==> src/rtl/mips_debug_unit.sv <==
// Debug bridge between the MIPS pipeline and the UART.
// Host byte commands gate the pipeline; captured words go out MSB first.
module mips_debug_unit #(
  parameter int         DATA_W   = 32,
  parameter logic [7:0] CMD_RUN  = 8'h52,
  parameter logic [7:0] CMD_HALT = 8'h48,
  parameter logic [7:0] CMD_STEP = 8'h53,
  parameter logic [7:0] CMD_CLR  = 8'h43
) (
  input  logic              clk,
  input  logic              rst,
  input  logic [7:0]        in_rx_data,
  input  logic              in_rx_done,
  input  logic              in_capture,
  input  logic [DATA_W-1:0] in_capture_data,
  input  logic              in_tx_done,
  output logic              out_tx_start,
  output logic [7:0]        out_tx_data,
  output logic              out_mips_enable,
  output logic              out_busy,
  output logic              out_overflow
);

  localparam int NB = DATA_W / 8;
  localparam int IW = (NB > 1) ? $clog2(NB) : 1;
  localparam logic [IW-1:0] LAST = IW'(NB - 1);

  typedef enum logic [1:0] {
    S_IDLE,
    S_START,
    S_WAIT
  } state_t;

  state_t            r_state;
  logic [IW-1:0]     r_idx;
  logic [DATA_W-1:0] r_word;
  logic              r_tx_start;
  logic [7:0]        r_tx_data;
  logic              r_run;
  logic              r_step;
  logic              r_ovf;

  logic w_idle;
  assign w_idle = (r_state == S_IDLE);

  // Host command decode: run/halt mode, pending step, sticky overflow
  always_ff @(posedge clk) begin
    if (!rst) begin
      r_run  <= 1'b0;
      r_step <= 1'b0;
      r_ovf  <= 1'b0;
    end else begin
      if (r_step && w_idle)
        r_step <= 1'b0;
      if (in_rx_done) begin
        unique case (1'b1)
          (in_rx_data == CMD_RUN):  r_run <= 1'b1;
          (in_rx_data == CMD_HALT): begin
            r_run  <= 1'b0;
            r_step <= 1'b0;
          end
          (in_rx_data == CMD_STEP): begin
            if (!r_run)
              r_step <= 1'b1;
          end
          (in_rx_data == CMD_CLR):  r_ovf <= 1'b0;
          default: ;
        endcase
      end
      // a dropped capture outranks a clear in the same cycle
      if (in_capture && !w_idle)
        r_ovf <= 1'b1;
    end
  end

  // Dump FSM: latch word, then one start/done handshake per byte
  always_ff @(posedge clk) begin
    if (!rst) begin
      r_state    <= S_IDLE;
      r_idx      <= '0;
      r_word     <= '0;
      r_tx_start <= 1'b0;
      r_tx_data  <= 8'h00;
    end else begin
      r_tx_start <= 1'b0;
      unique case (r_state)
        S_IDLE: begin
          if (in_capture) begin
            r_idx      <= '0;
            r_tx_data  <= in_capture_data[DATA_W-1 -: 8];
            r_word     <= in_capture_data << 8;
            r_tx_start <= 1'b1;
            r_state    <= S_START;
          end
        end
        S_START: r_state <= S_WAIT;
        S_WAIT: begin
          if (in_tx_done) begin
            if (r_idx == LAST) begin
              r_state <= S_IDLE;
            end else begin
              r_idx      <= r_idx + 1'b1;
              r_tx_data  <= r_word[DATA_W-1 -: 8];
              r_word     <= r_word << 8;
              r_tx_start <= 1'b1;
              r_state    <= S_START;
            end
          end
        end
        default: r_state <= S_IDLE;
      endcase
    end
  end

  assign out_tx_start    = r_tx_start;
  assign out_tx_data     = r_tx_data;
  assign out_busy        = !w_idle;
  assign out_overflow    = r_ovf;
  assign out_mips_enable = (r_run || r_step) && w_idle;

endmodule

==> config.mk <==
export PLATFORM = sky130hd
export DESIGN_NAME = mips_debug_unit
export DESIGN_NICKNAME = d
export VERILOG_FILES = /design/src/rtl/mips_debug_unit.sv
export SDC_FILE = /design/constraint.sdc
export NUM_CORES = 1
export LEC_CHECK = 0
export CAP_MARGIN = 20
export CORE_ASPECT_RATIO = 0.9
export CORE_MARGIN = 5
export CORE_UTILIZATION = 47
export CTS_BUF_LIST = sky130_fd_sc_hd__clkbuf_4 sky130_fd_sc_hd__clkbuf_8 sky130_fd_sc_hd__clkbuf_16
export DETAILED_ROUTE_END_ITERATION = 8
export GPL_TIMING_DRIVEN = 0
export PLACE_DENSITY = 0.76
export SLEW_MARGIN = 25
export SYNTH_ARGS = -nofsm -noshare
export SYNTH_HDL_FRONTEND = slang
export SYNTH_SLANG_ARGS = --single-unit
==> constraint.sdc <==
create_clock -name clk -period 1.9 [get_ports clk]
set_input_delay 0.285 -clock clk [delete_from_list [all_inputs] [get_ports clk]]
set_output_delay 0.285 -clock clk [all_outputs]
set_load 0.005 [all_outputs]
Word-level counts from Yosys, hierarchy flattened. Cells that the tools add are included.

Bits in registers: 48. Bits of input ports: 45. Output and inout port bits: 12. Word-level logic and storage cells: 61.

Add/sub/neg operators: 1. Eq/ne operators: 10. Multiplexer cells: 28. Reductions and logical operators: 14.

Operator list (count): 2-to-1 mux 32 bit (3); one-hot mux 32 bit (2 select lines) (1); equality test 8 x 7 -> 1 bit (second input constant) (4); 2-to-1 mux 8 bit (3); one-hot mux 8 bit (2 select lines) (1); 2-to-1 mux 1 bit (10); 2-to-1 mux 2 bit (5); nonzero test 2 bit (4); != test 2 bit (second input constant) (3); one-hot mux 1 bit (2 select lines) (3); one-hot mux 2 bit (3 select lines) (1); AND reduction 2 bit (3); equality test 2 bit (second input constant) (2); one-hot mux 2 bit (2 select lines) (1); AND reduction 4 bit (1); logical AND 1 bit (3); adder 2 x 1 -> 2 bit (second input constant) (1); equality test 2 x 1 -> 1 bit (second input constant) (1); zero test 2 bit (1); zero test 1 bit (1); logical OR 1 bit (1).

Depth between registers and ports, before layout. Gate-level depths: netlist of run 1.

Depth after elaboration: 6. Mapped depth: 6. Mapped depth without buffers: 4.

Least setup slack after synthesis of run 1. No wires, ideal clock.

Path type: register to register. From: reg r_state[1]. To: reg r_word[27]. Setup time: 0.140 ns. Arrival time: 1.197 ns. Required time: 1.760 ns. Slack: 0.563 ns. Cell stages (with the launch flop): 6. Path buffers: 2. Clock period less this slack: 1.337 ns. Cell sequence: dfxtp_1 > buf_4 > or3b_4 > nand2_2 > buf_6 > a211oi_2.

Word-level cells in the longest chain between the ends: 3. Elaborated cells between the ends (all ways): 8. Those cells by class: eq/ne: 4; mux: 1; reduce/logical: 3.

RTL lines: start, declared (RTL line 34) `state_t r_state;`; start signal, assigned (RTL line 79) `r_state <= S_IDLE;`; start signal, assigned (RTL line 93) `r_state <= S_START;`; start signal, assigned (RTL line 96) `S_START: r_state <= S_WAIT;`; equality test 2 bit / zero test 2 bit (equally long branches) (RTL line 86) `unique case (r_state)`; != test 2 bit (no source line) / nonzero test 2 bit (equally long branches); AND reduction 4 bit (no source line); end signal, assigned (RTL line 91) `r_word <= in_capture_data << 8;`; end signal, assigned (RTL line 104) `r_word <= r_word << 8;`; end, declared (RTL line 36) `logic [DATA_W-1:0] r_word;`.

Parallel ways exist; a longest one is shown, timed or not. A chain may end at the register's enable or synchronous reset.

Final worst setup path of run 1.
From: reg r_state[1]. To: out out_busy.

Word-level cells in the longest chain between the ends: 2.

RTL lines: zero test 2 bit (RTL line 44) `assign w_idle = (r_state == S_IDLE);`; zero test 1 bit (RTL line 117) `assign out_busy = !w_idle;`; end, declared (RTL line 20) `output logic out_busy,`.

No other way between the ends.

==> reports/results.ini, run 1 <==
[status]
status=finished clean

[route]
firstDrtPassIters=4
drc=0
postRouteAntennaNets=0
wl_um=4425
routed-via-count=1638
wl_per_cell_um=14.51
viasPerCell=5.370
drt_iter0_markers=76

[global_route]
grt_max_degree=13
antenna_found_initial=0
grt_pass1_wl_um=7348
grt_use_total_pct=16.23
grt_pass1_vias=1598
grt_overflow=0

[power_and_ir_drop]
p_leak_nw=1.141
power_density_nw_per_um2=787.0
ir_worst_vdd_uv=538.7

[synth]
yosys_register_bits=40
netlist_area_um2=1966
synth_edf_count=0
ys_top_cells_by_area=dfxtp_1 (41%), mux2i_1 (13%), a211oi_2 (8.9%), nor3_1 (6.1%), a211oi_1 (3.8%)
ys_top_cells_by_count=dfxtp_1 (40), mux2i_1 (25), nor3_1 (24), a211oi_2 (14), a21oi_1 (13)
synth.most_common_cell=dfxtp_1
postSynthAreaPerCell_um2=10.18
synth_cell_types=36
synth_top_cell_by_area=dfxtp_1
synth_ff_type=dfxtp_1
synth-seq-area-share_pct=40.74
synth_warnings=0
async_flop_share_pct=0
synth_nets=239
synth_cells=193
synth_top_area_share_pct=40.74

[setup_path]
rrSetupSlack_ns=0.40
path_class=reg -> out
critPathLaunchType=register
critPathRequiredTime_ns=1.62
crit_arrival_ns=1.40
cp_max_fo=10
cp-end-kind=output pin
reg2regPathDepth=6

[timing]
setup_viol=0
final.setup.tns_ns=0
fmax_mhz=595.0
period_share_pct=88.46
slew_headroom_pct=56.00
worst_slew_pin_slew_ns=0.6600
final_max_slew_viol_count=0
grt_setup_unrepaired=no
min_period_ns=1.681
worst_clock_skew_ns=0.008674
hold_violations=0

[cts]
cts_buffers=5
numClockSinks=40
htreeDepth=2
clk_pin_slew_worst_paths_ns=0.07
post_cts.repair.setup_buffers=0
ctsRootBufferMaster=clkbuf_8
worst_skew_pair.late_latency_ns=0.30
cts_tree=built
clk_path_buf_depth=2

[worst_hold_path]
hold_path.class=reg -> reg
hold_depth=2

[job]
maxCapViolCount=0

[place]
post_dp_cell_area_um2=2586
gp_congestion=0.7867
port_buffers=56
hpwl_um=3273

[floorplanning]
die_w_um=78.17
coreArea_um2=4074
initial_core_util_pct=48.25
dieHeight_um=71.35
design.portCount=57
design.die.area_um2=5577
row_count=22

[cells_and_area]
areaGrowthSynthToFinish_pct=37.36
nets=302
drive_gt1_share_pct=17.12
antenna_cells=0
fin_area_um2=2700

-- what timing repair did --
action | in CTS | in global routing
setup endpoints to repair | 0 | 1
hold buffers | 0 | 0
gates resized for setup | 0 | 1
-- path summary, 6_finish.rpt --
check | start | to
worst min-delay path | r_word[14]$_SDFFE_PN0P_ | r_word[14]$_SDFFE_PN0P_
worst max-delay path | r_state[1]$_SDFFE_PN0P_ | out_busy
worst min register to register | r_word[14]$_SDFFE_PN0P_ | r_word[14]$_SDFFE_PN0P_
worst max register to register | r_idx[0]$_SDFFE_PN0P_ | out_tx_data[6]$_SDFFE_PN0P_
-- routing by layer --
layer / vias up / GRT usage, % / part of all wire [%]
met5: - / 0 / 0
met4: 0 / 5.243 / 1.2
met3: 7 / 4.146 / 5.0
met2: 39 / 25.19 / 44
met1: 756 / 22.15 / 50
li1: 836 / - / -
-- report_power, final --
part / internal (mW) / switching [mW] / total (mW)
Clock: 0.404 / 0.293 / 0.697
Combinational: 0.270 / 0.206 / 0.476
Sequential: 0.913 / 0.0382 / 0.952
Total: 1.59 / 0.538 / 2.12
-- through the flow --
| stage | cells | power [mW] | setup slack (ns) | hold WS [ns] | util [%] |
|---|---|---|---|---|---|
| after floorplan | 193 | 1.247 | 0.5632 | 0.4255 | - |
| after global placement | 297 | 1.444 | 0.02005 | 0.4502 | 63.48 |
| after detailed placement | 297 | 1.449 | 0.04013 | 0.4575 | 63.48 |
| after CTS | 305 | 2.136 | 0.09425 | 0.4674 | 66.22 |
| after global routing | 305 | 2.214 | 0.1368 | 0.4796 | 66.28 |
| final | 305 | 2.125 | 0.2192 | 0.4651 | 66.28 |
-- cells by family after synthesis --
kind of cell    after synthesis  synth area share (%)
compound gates               43                 18.14
fa+ha+maj                     1                0.6364
buf+inv                      21                 8.465
flops                        40                 40.74
mux                          25                 12.73
simple gates                 63                 19.29
-- area by class of cell --
type | count | area (um^2)
Buffer | 19 | 158.9
Clock buffer | 6 | 76.32
Clock inverter | 2 | 35.03
Fill cell | 343 | 1374
Inverter | 2 | 7.507
Multi-Input combinational cell | 132 | 998.5
Sequential cell | 40 | 800.8
Tap cell | 48 | 60.06
Timing Repair Buffer | 56 | 563.0
-- registers in the layout, summed over array words and instances, names as in the netlist --
register	cells
r_word	24
out_tx_data	8
r_idx	2
r_state	2
out_overflow	1
out_tx_start	1
r_run	1
r_step	1
-- cells in the final DEF, fill, tap and decap left out, drive strengths merged, types with 2 or more instances in the layout --
master	instances
dfxtp	40
nand3b	3
clkdlybuf4s50	55
a211oi	24
or3b	2
nand3	10
buf	17
nand2	9
inv	2
nor3	24
nand4bb	2
o21ai	2
mux2i	25
clkbuf	8
a21oi	13
nor2	5
nand2b	2
-- critical path, cell delays in order (launching register included) --
cell and delay (ns):
dfxtp_1 0.31, buf_4 0.17, nor2_1 0.06, inv_1 0.07
clkdlybuf4s50_1 0.50
No activity file was read; power rests on OpenSTA's default activity.
==> run 2, diff against run 1 <==
--- a/config.mk
+++ b/config.mk
@@ -8,11 +8,12 @@
 export CAP_MARGIN = 20
 export CORE_ASPECT_RATIO = 0.9
 export CORE_MARGIN = 5
-export CORE_UTILIZATION = 47
+export CORE_UTILIZATION = 45
 export CTS_BUF_LIST = sky130_fd_sc_hd__clkbuf_4 sky130_fd_sc_hd__clkbuf_8 sky130_fd_sc_hd__clkbuf_16
 export DETAILED_ROUTE_END_ITERATION = 8
 export GPL_TIMING_DRIVEN = 0
-export PLACE_DENSITY = 0.76
+export PLACE_DENSITY = 0.73
+export REMOVE_ABC_BUFFERS = 1
 export SLEW_MARGIN = 25
 export SYNTH_ARGS = -nofsm -noshare
 export SYNTH_HDL_FRONTEND = slang
==> run 2 against run 1 <==
Against the previous run:
- die area is 3.8% higher
- critical path depth stayed put
- critical path type unchanged
- worst setup slack worse by 0.071 ns
- final area is 1.9% lower
- core utilization is 2.6 points lower
- combinational power is 5.5% lower
- highest routed layer unchanged
- non-clock buffer count is 16 lower
- wire length is 0.79% lower
- largest power group unchanged
==> reports/results.ini, run 2 (synthesized netlist as in run 1, its figures left out) <==
[route]
drc=0  ; unchanged
drt_iter0_markers=70  ; was 76
firstDrtPassIters=4  ; unchanged
postRouteAntennaNets=0  ; unchanged
wl_um=4390  ; was 4425 um
viasPerCell=5.249  ; was 5.370
wl_per_cell_um=14.58  ; was 14.51 um
routed-via-count=1580  ; was 1638

[cts]
htreeDepth=2  ; unchanged
post_cts.repair.setup_buffers=0  ; unchanged
cts_buffers=5  ; unchanged
ctsRootBufferMaster=clkbuf_8  ; unchanged
ctsHoldBuffers=0  ; unchanged
worst_skew_pair.late_latency_ns=0.29  ; was 0.30 ns
clk_pin_slew_worst_paths_ns=0.08  ; was 0.07 ns
clk_path_buf_depth=2  ; unchanged
numClockSinks=40  ; unchanged
cts_tree=built  ; unchanged

[power_and_ir_drop]
combPwrFrac_pct=20.4  ; was 22.4%
p_clk_share_pct=36.3  ; was 32.8%
intPower_mw=1.683  ; was 1.587 mW
switchingPower_mw=0.5260  ; was 0.5379 mW
ir_worst_vdd_uv=480.4  ; was 538.7 uV
sw_frac_of_total_pct=23.81  ; was 25.31%
seqPwrFrac_pct=43.3  ; was 44.8%
power_density_nw_per_um2=834.4  ; was 787.0 nW/um^2
p_leak_nw=1.067  ; was 1.141 nW

[timing]
final.setup.tns_ns=0  ; unchanged
final_max_slew_viol_count=0  ; unchanged
setup_viol=0  ; unchanged
min_period_ns=1.752  ; was 1.681 ns
period_share_pct=92.20  ; was 88.46%
fmax_mhz=570.9  ; was 595.0 MHz
hold_violations=0  ; unchanged
worst_clock_skew_ns=0.007726  ; was 0.008674 ns
worst_slew_pin_slew_ns=0.7781  ; was 0.6600 ns
grt_setup_unrepaired=no  ; unchanged
slew_headroom_pct=48.05  ; was 56.00%

[cells_and_area]
areaGrowthSynthToFinish_pct=34.69  ; was 37.36%
antenna_cells=0  ; unchanged
largest_reg_flops=24  ; unchanged
fillCellCount=346  ; was 343
nets=287  ; was 302
mostFrequentLayoutCells=clkdlybuf4s50_1 (56), dfxtp_1 (38), mux2i_1 (25), nor3_1 (24), a211oi_2 (14)  ; was clkdlybuf4s50_1 (55), dfxtp_1 (40), mux2i_1 (25), nor3_1 (24), a211oi_2 (14)
final_common_cell=clkdlybuf4s50_1  ; unchanged
drive_gt1_share_pct=15.35  ; was 17.12%
post-route-util_pct=63.70  ; was 66.28%
regMostFlops=r_word  ; unchanged

[setup_path]
worstReg2RegStart=r_idx[0]$_SDFFE_PN0P_  ; unchanged
crit_buf_inv=2  ; was 3
reg2reg_to=r_word[18]$_SDFFE_PN0P_  ; was out_tx_data[6]$_SDFFE_PN0P_
cp-startpoint=r_state[1]$_SDFFE_PN0P_  ; unchanged
cp_max_fo=10  ; unchanged
cp-end-kind=output pin  ; unchanged
rrSetupSlack_ns=0.16  ; was 0.40 ns
critPathLaunchType=register  ; unchanged
path_class=reg -> out  ; unchanged
crit_family=buffers and inverters  ; unchanged
path_common_cell=nor2_1
crit_path_cell_trace=nor2_1 > inv_1 > nor2_1 > clkdlybuf4s50_1  ; was buf_4 > nor2_1 > inv_1 > clkdlybuf4s50_1
crit_end=out_mips_enable  ; was out_busy
max_stage_delay_ns=0.51  ; was 0.50 ns
reg2regPathDepth=4  ; was 6
critPathRequiredTime_ns=1.62  ; about the same
worst-path-stages=4  ; unchanged
slowest_stage=clkdlybuf4s50_1  ; unchanged
crit_arrival_ns=1.47  ; was 1.40 ns

[floorplanning]
design.portCount=57  ; unchanged
design.die.area_um2=5792  ; was 5577 um^2
die_w_um=79.67  ; was 78.17 um
row_count=22  ; unchanged
dieHeight_um=72.70  ; was 71.35 um
coreArea_um2=4156  ; was 4074 um^2
initial_core_util_pct=47.29  ; was 48.25%

[place]
port_buffers=56  ; unchanged
hpwl_um=2858  ; was 3273 um
gp_congestion=0.7425  ; was 0.7867

[global_route]
grt_max_degree=39  ; was 13
grt_overflow=0  ; unchanged
grt_use_total_pct=15.46  ; was 16.23%
antenna_found_initial=0  ; unchanged
grt_pass1_wl_um=7093  ; was 7348 um
grt_pass1_vias=1556  ; was 1598

[job]
maxCapViolCount=0  ; unchanged

[worst_hold_path]
hold_path.class=reg -> reg  ; unchanged

[status]
status=finished clean  ; unchanged

run 2: final cells by class:
| type | count | area [um^2] | area share, % |
|---|---|---|---|
| clock buffer | 5 | 68.82 | 2.599 |
| clock inverter | 2 | 60.06 | 2.268 |
| inverter | 2 | 7.507 | 0.2836 |
| multi-input combinational | 133 | 1022 | 38.61 |
| sequential | 40 | 803.3 | 30.34 |
| tap | 60 | 75.07 | 2.836 |
| timing repair buffer | 59 | 610.6 | 23.06 |
run 2: worst min path at each step:
stage,to,slack (ns),start,cells past startpoint
2_1_floorplan,r_word[10]$_SDFFE_PN0P_,0.43,in_capture_data[2],2
3_5_place_dp,r_word[9]$_SDFFE_PN0P_,0.46,r_word[9]$_SDFFE_PN0P_,2
5_1_grt,r_word[11]$_SDFFE_PN0P_,0.49,r_word[11]$_SDFFE_PN0P_,2
3_3_place_gp,r_word[11]$_SDFFE_PN0P_,0.45,r_word[11]$_SDFFE_PN0P_,2
6_report,r_word[9]$_SDFFE_PN0P_,0.47,r_word[9]$_SDFFE_PN0P_,2
4_1_cts,r_word[13]$_SDFFE_PN0P_,0.47,r_word[13]$_SDFFE_PN0P_,2
run 2: through the flow:
stage	std cells	hold WS (ns)	setup slack (ns)	instance area (um^2)	power, mW
finish	301	0.4673	0.1482	2648	2.209
global route	301	0.4914	0.03649	2648	2.311
CTS	301	0.4683	0.04980	2645	2.228
detailed placement	293	0.4582	-0.4362	2495	1.418
global placement	290	0.4517	-0.4565	2442	1.401
floorplan	174	0.4255	-0.04075	1807	1.207
run 2: tightest hold or removal path: stages, from the launching register on:
cell     delay (ns)
dfxtp_1        0.31
nand3_1        0.06
a21oi_1        0.05
run 2: repair_timing:
action / in CTS / in global routing
cloned: 1 / 0
pin swaps: 1 / 0
resized for setup: 4 / 2
endpoints found under the setup margin: 25 / 4
run 2: power by group through the flow:
| stage | Sequential (mW) | Combinational (mW) | Clock (mW) |
|---|---|---|---|
| 3_3_place_gp | 0.974 | 0.427 | 0 |
| 5_1_grt | 0.968 | 0.492 | 0.850 |
| 3_5_place_dp | 0.975 | 0.442 | 0 |
| 6_report | 0.957 | 0.450 | 0.803 |
| 4_1_cts | 0.956 | 0.454 | 0.818 |
| 2_1_floorplan | 0.970 | 0.237 | 0 |
run 2: per-layer routing:
metal / track usage (%) / routed length [um] / share of wire, %
met5: 0 / 0 / 0
met4: 4.198 / 29 / 0.66
met3: 3.827 / 259 / 5.9
met2: 24.65 / 2010 / 46
met1: 20.83 / 2090 / 48
==> run 3, diff against run 2 <==
--- a/config.mk
+++ b/config.mk
@@ -14,7 +14,6 @@
 export GPL_TIMING_DRIVEN = 0
 export PLACE_DENSITY = 0.73
 export REMOVE_ABC_BUFFERS = 1
-export SLEW_MARGIN = 25
 export SYNTH_ARGS = -nofsm -noshare
 export SYNTH_HDL_FRONTEND = slang
 export SYNTH_SLANG_ARGS = --single-unit
==> run 3 against run 2 <==
Against the previous run:
- die area did not move
- largest power group unchanged
- fmax about the same
- register-to-register slack better by 0.04 ns
- wire length fell by 3.3%
- cell count decreased by 0.33%
- clock power is essentially flat
- largest cell class unchanged
- worst setup slack better by 0.0014 ns
- via count down 0.95%
- global-route usage is 0.46 points lower
- non-clock buffer count down 1
- core utilization fell by 0.060 points
- sequential power about the same
==> reports/results.ini, run 3 (synthesized netlist as in run 1, its figures left out) <==
[cells_and_area]
areaGrowthSynthToFinish_pct=34.56  ; was 34.69%
regMostFlops=r_word  ; unchanged
fillCellCount=359  ; was 346
final_common_cell=clkdlybuf4s50_1  ; unchanged
antenna_cells=0  ; unchanged
drive_gt1_share_pct=14.58  ; was 15.35%
nets=286  ; was 287
largest_reg_flops=24  ; unchanged
mostFrequentLayoutCells=clkdlybuf4s50_1 (56), dfxtp_1 (38), mux2i_1 (25), nor3_1 (24), a211oi_2 (14)  ; unchanged

[cts]
post_cts.repair.setup_buffers=0  ; unchanged
numClockSinks=40  ; unchanged
cts_buffers=5  ; unchanged
worst_skew_pair.late_latency_ns=0.29  ; about the same
htreeDepth=2  ; unchanged
ctsRootBufferMaster=clkbuf_8  ; unchanged
ctsHoldBuffers=0  ; unchanged
cts_tree=built  ; unchanged
clk_pin_slew_worst_paths_ns=0.07  ; was 0.08 ns
clk_path_buf_depth=2  ; unchanged

[global_route]
grt_overflow=0  ; unchanged
grt_pass1_wl_um=6948  ; was 7093 um
grt_pass1_vias=1562  ; was 1556
grt_max_degree=27  ; was 39
antenna_found_initial=0  ; unchanged
grt_use_total_pct=15.01  ; was 15.46%

[floorplanning]
dieHeight_um=72.70  ; unchanged
design.die.area_um2=5792  ; unchanged
row_count=22  ; unchanged
design.portCount=57  ; unchanged
die_w_um=79.67  ; unchanged
coreArea_um2=4156  ; unchanged
initial_core_util_pct=47.29  ; unchanged

[setup_path]
critPathRequiredTime_ns=1.62  ; about the same
reg2regPathDepth=4  ; unchanged
crit_path_cell_trace=nor2_1 > inv_1 > nor2_1 > clkdlybuf4s50_1  ; unchanged
slowest_stage=clkdlybuf4s50_1  ; unchanged
crit_arrival_ns=1.47  ; about the same
path_class=reg -> out  ; unchanged
max_stage_delay_ns=0.50  ; was 0.51 ns
critPathLaunchType=register  ; unchanged
crit_family=buffers and inverters  ; unchanged
cp_max_fo=10  ; unchanged
path_common_cell=nor2_1  ; unchanged
worst-path-stages=4  ; unchanged
crit_buf_inv=2  ; unchanged
cp-end-kind=output pin  ; unchanged

[status]
status=finished clean  ; unchanged

[power_and_ir_drop]
power_density_nw_per_um2=834.1  ; was 834.4 nW/um^2
ir_worst_vdd_uv=484.9  ; was 480.4 uV
p_leak_nw=1.064  ; was 1.067 nW

[timing]
worst_slew_pin_slew_ns=0.8983  ; was 0.7781 ns
period_share_pct=92.12  ; was 92.20%
min_period_ns=1.750  ; was 1.752 ns
hold_violations=0  ; unchanged
setup_ws_ns=0.1497  ; was 0.1482 ns
grt_setup_unrepaired=no  ; unchanged
fmax_mhz=571.3  ; was 570.9 MHz
slew_headroom_pct=40.05  ; was 48.05%
whs_ns=0.4659  ; was 0.4673 ns
worst_clock_skew_ns=0.009269  ; was 0.007726 ns
final_max_slew_viol_count=0  ; unchanged
setup_viol=0  ; unchanged

[place]
gp_congestion=0.7425  ; unchanged
port_buffers=56  ; unchanged
pre_cts_ws_ns=-0.4183  ; was -0.4362 ns
hpwl_um=2831  ; was 2858 um

[route]
drc=0  ; unchanged
wl_um=4247  ; was 4390 um
wl_per_cell_um=14.16  ; was 14.58 um
drt_iter0_markers=64  ; was 70
viasPerCell=5.217  ; was 5.249
postRouteAntennaNets=0  ; unchanged
firstDrtPassIters=4  ; unchanged
routed-via-count=1565  ; was 1580

[worst_hold_path]
hold_path.class=reg -> reg  ; unchanged
hold_depth=2  ; unchanged

[job]
maxCapViolCount=0  ; unchanged

## run 3: worst paths after layout
kind	startpoint	end	slack, ns
setup / recovery	r_state[1]$_SDFFE_PN0P_	out_mips_enable	0.15
hold / removal	r_word[14]$_SDFFE_PN0P_	r_word[14]$_SDFFE_PN0P_	0.47
setup reg to reg	r_idx[0]$_SDFFE_PN0P_	r_word[26]$_SDFFE_PN0P_	0.20
hold reg to reg	r_word[14]$_SDFFE_PN0P_	r_word[14]$_SDFFE_PN0P_	0.47
## run 3: area by class of cell
type                            instances  area, um^2  share of cell area, %
Multi-Input combinational cell        133        1027                  38.84
Sequential cell                        40       803.3                  30.37
Tap cell                               60       75.07                  2.838
Clock buffer                            5       68.82                  2.602
Clock inverter                          2       60.06                  2.271
Timing Repair Buffer                   58       603.1                  22.80
Inverter                                2       7.507                 0.2838
## run 3: where the power goes
group | leakage (nW) | total (mW) | switching, mW | internal, mW
sequential | 0.331 | 0.958 | 0.0441 | 0.914
clock | 0.0642 | 0.801 | 0.285 | 0.517
combinational | 0.669 | 0.447 | 0.194 | 0.253
total | 1.06 | 2.21 | 0.522 | 1.68
## run 3: routing by layer
layer  vias up  track usage [%]  part of all wire [%]
met3         3            4.321                   6.2
met1       715            19.29                    49
met2        40            24.93                    44
li1        807                -                     -
met4         0            3.435                  0.64
met5         -                0                     0
## run 3: per-stage QoR
step                total power [mW]  area, um^2  utilization (%)  instances  setup TNS [ns]
finish                         2.206        2645            63.64        300               0
detailed placement             1.418        2487            59.84        292          -9.842
CTS                            2.229        2633            63.34        300               0
global placement               1.401        2442            58.76        290          -13.95
global route                   2.312        2645            63.64        300               0
floorplan                      1.207        1807                -        174         -0.6701
## run 3: repair_timing
action	in CTS	in global routing
setup endpoints to repair	25	26
cloned	1	0
pin swaps	1	0
resized for setup	3	4
hold endpoints to repair	0	0
## run 3: worst min-delay path, cell delays in order, from the launching register on
cell	delay, ns
dfxtp_1	0.31
nand3_1	0.06
a21oi_1	0.05
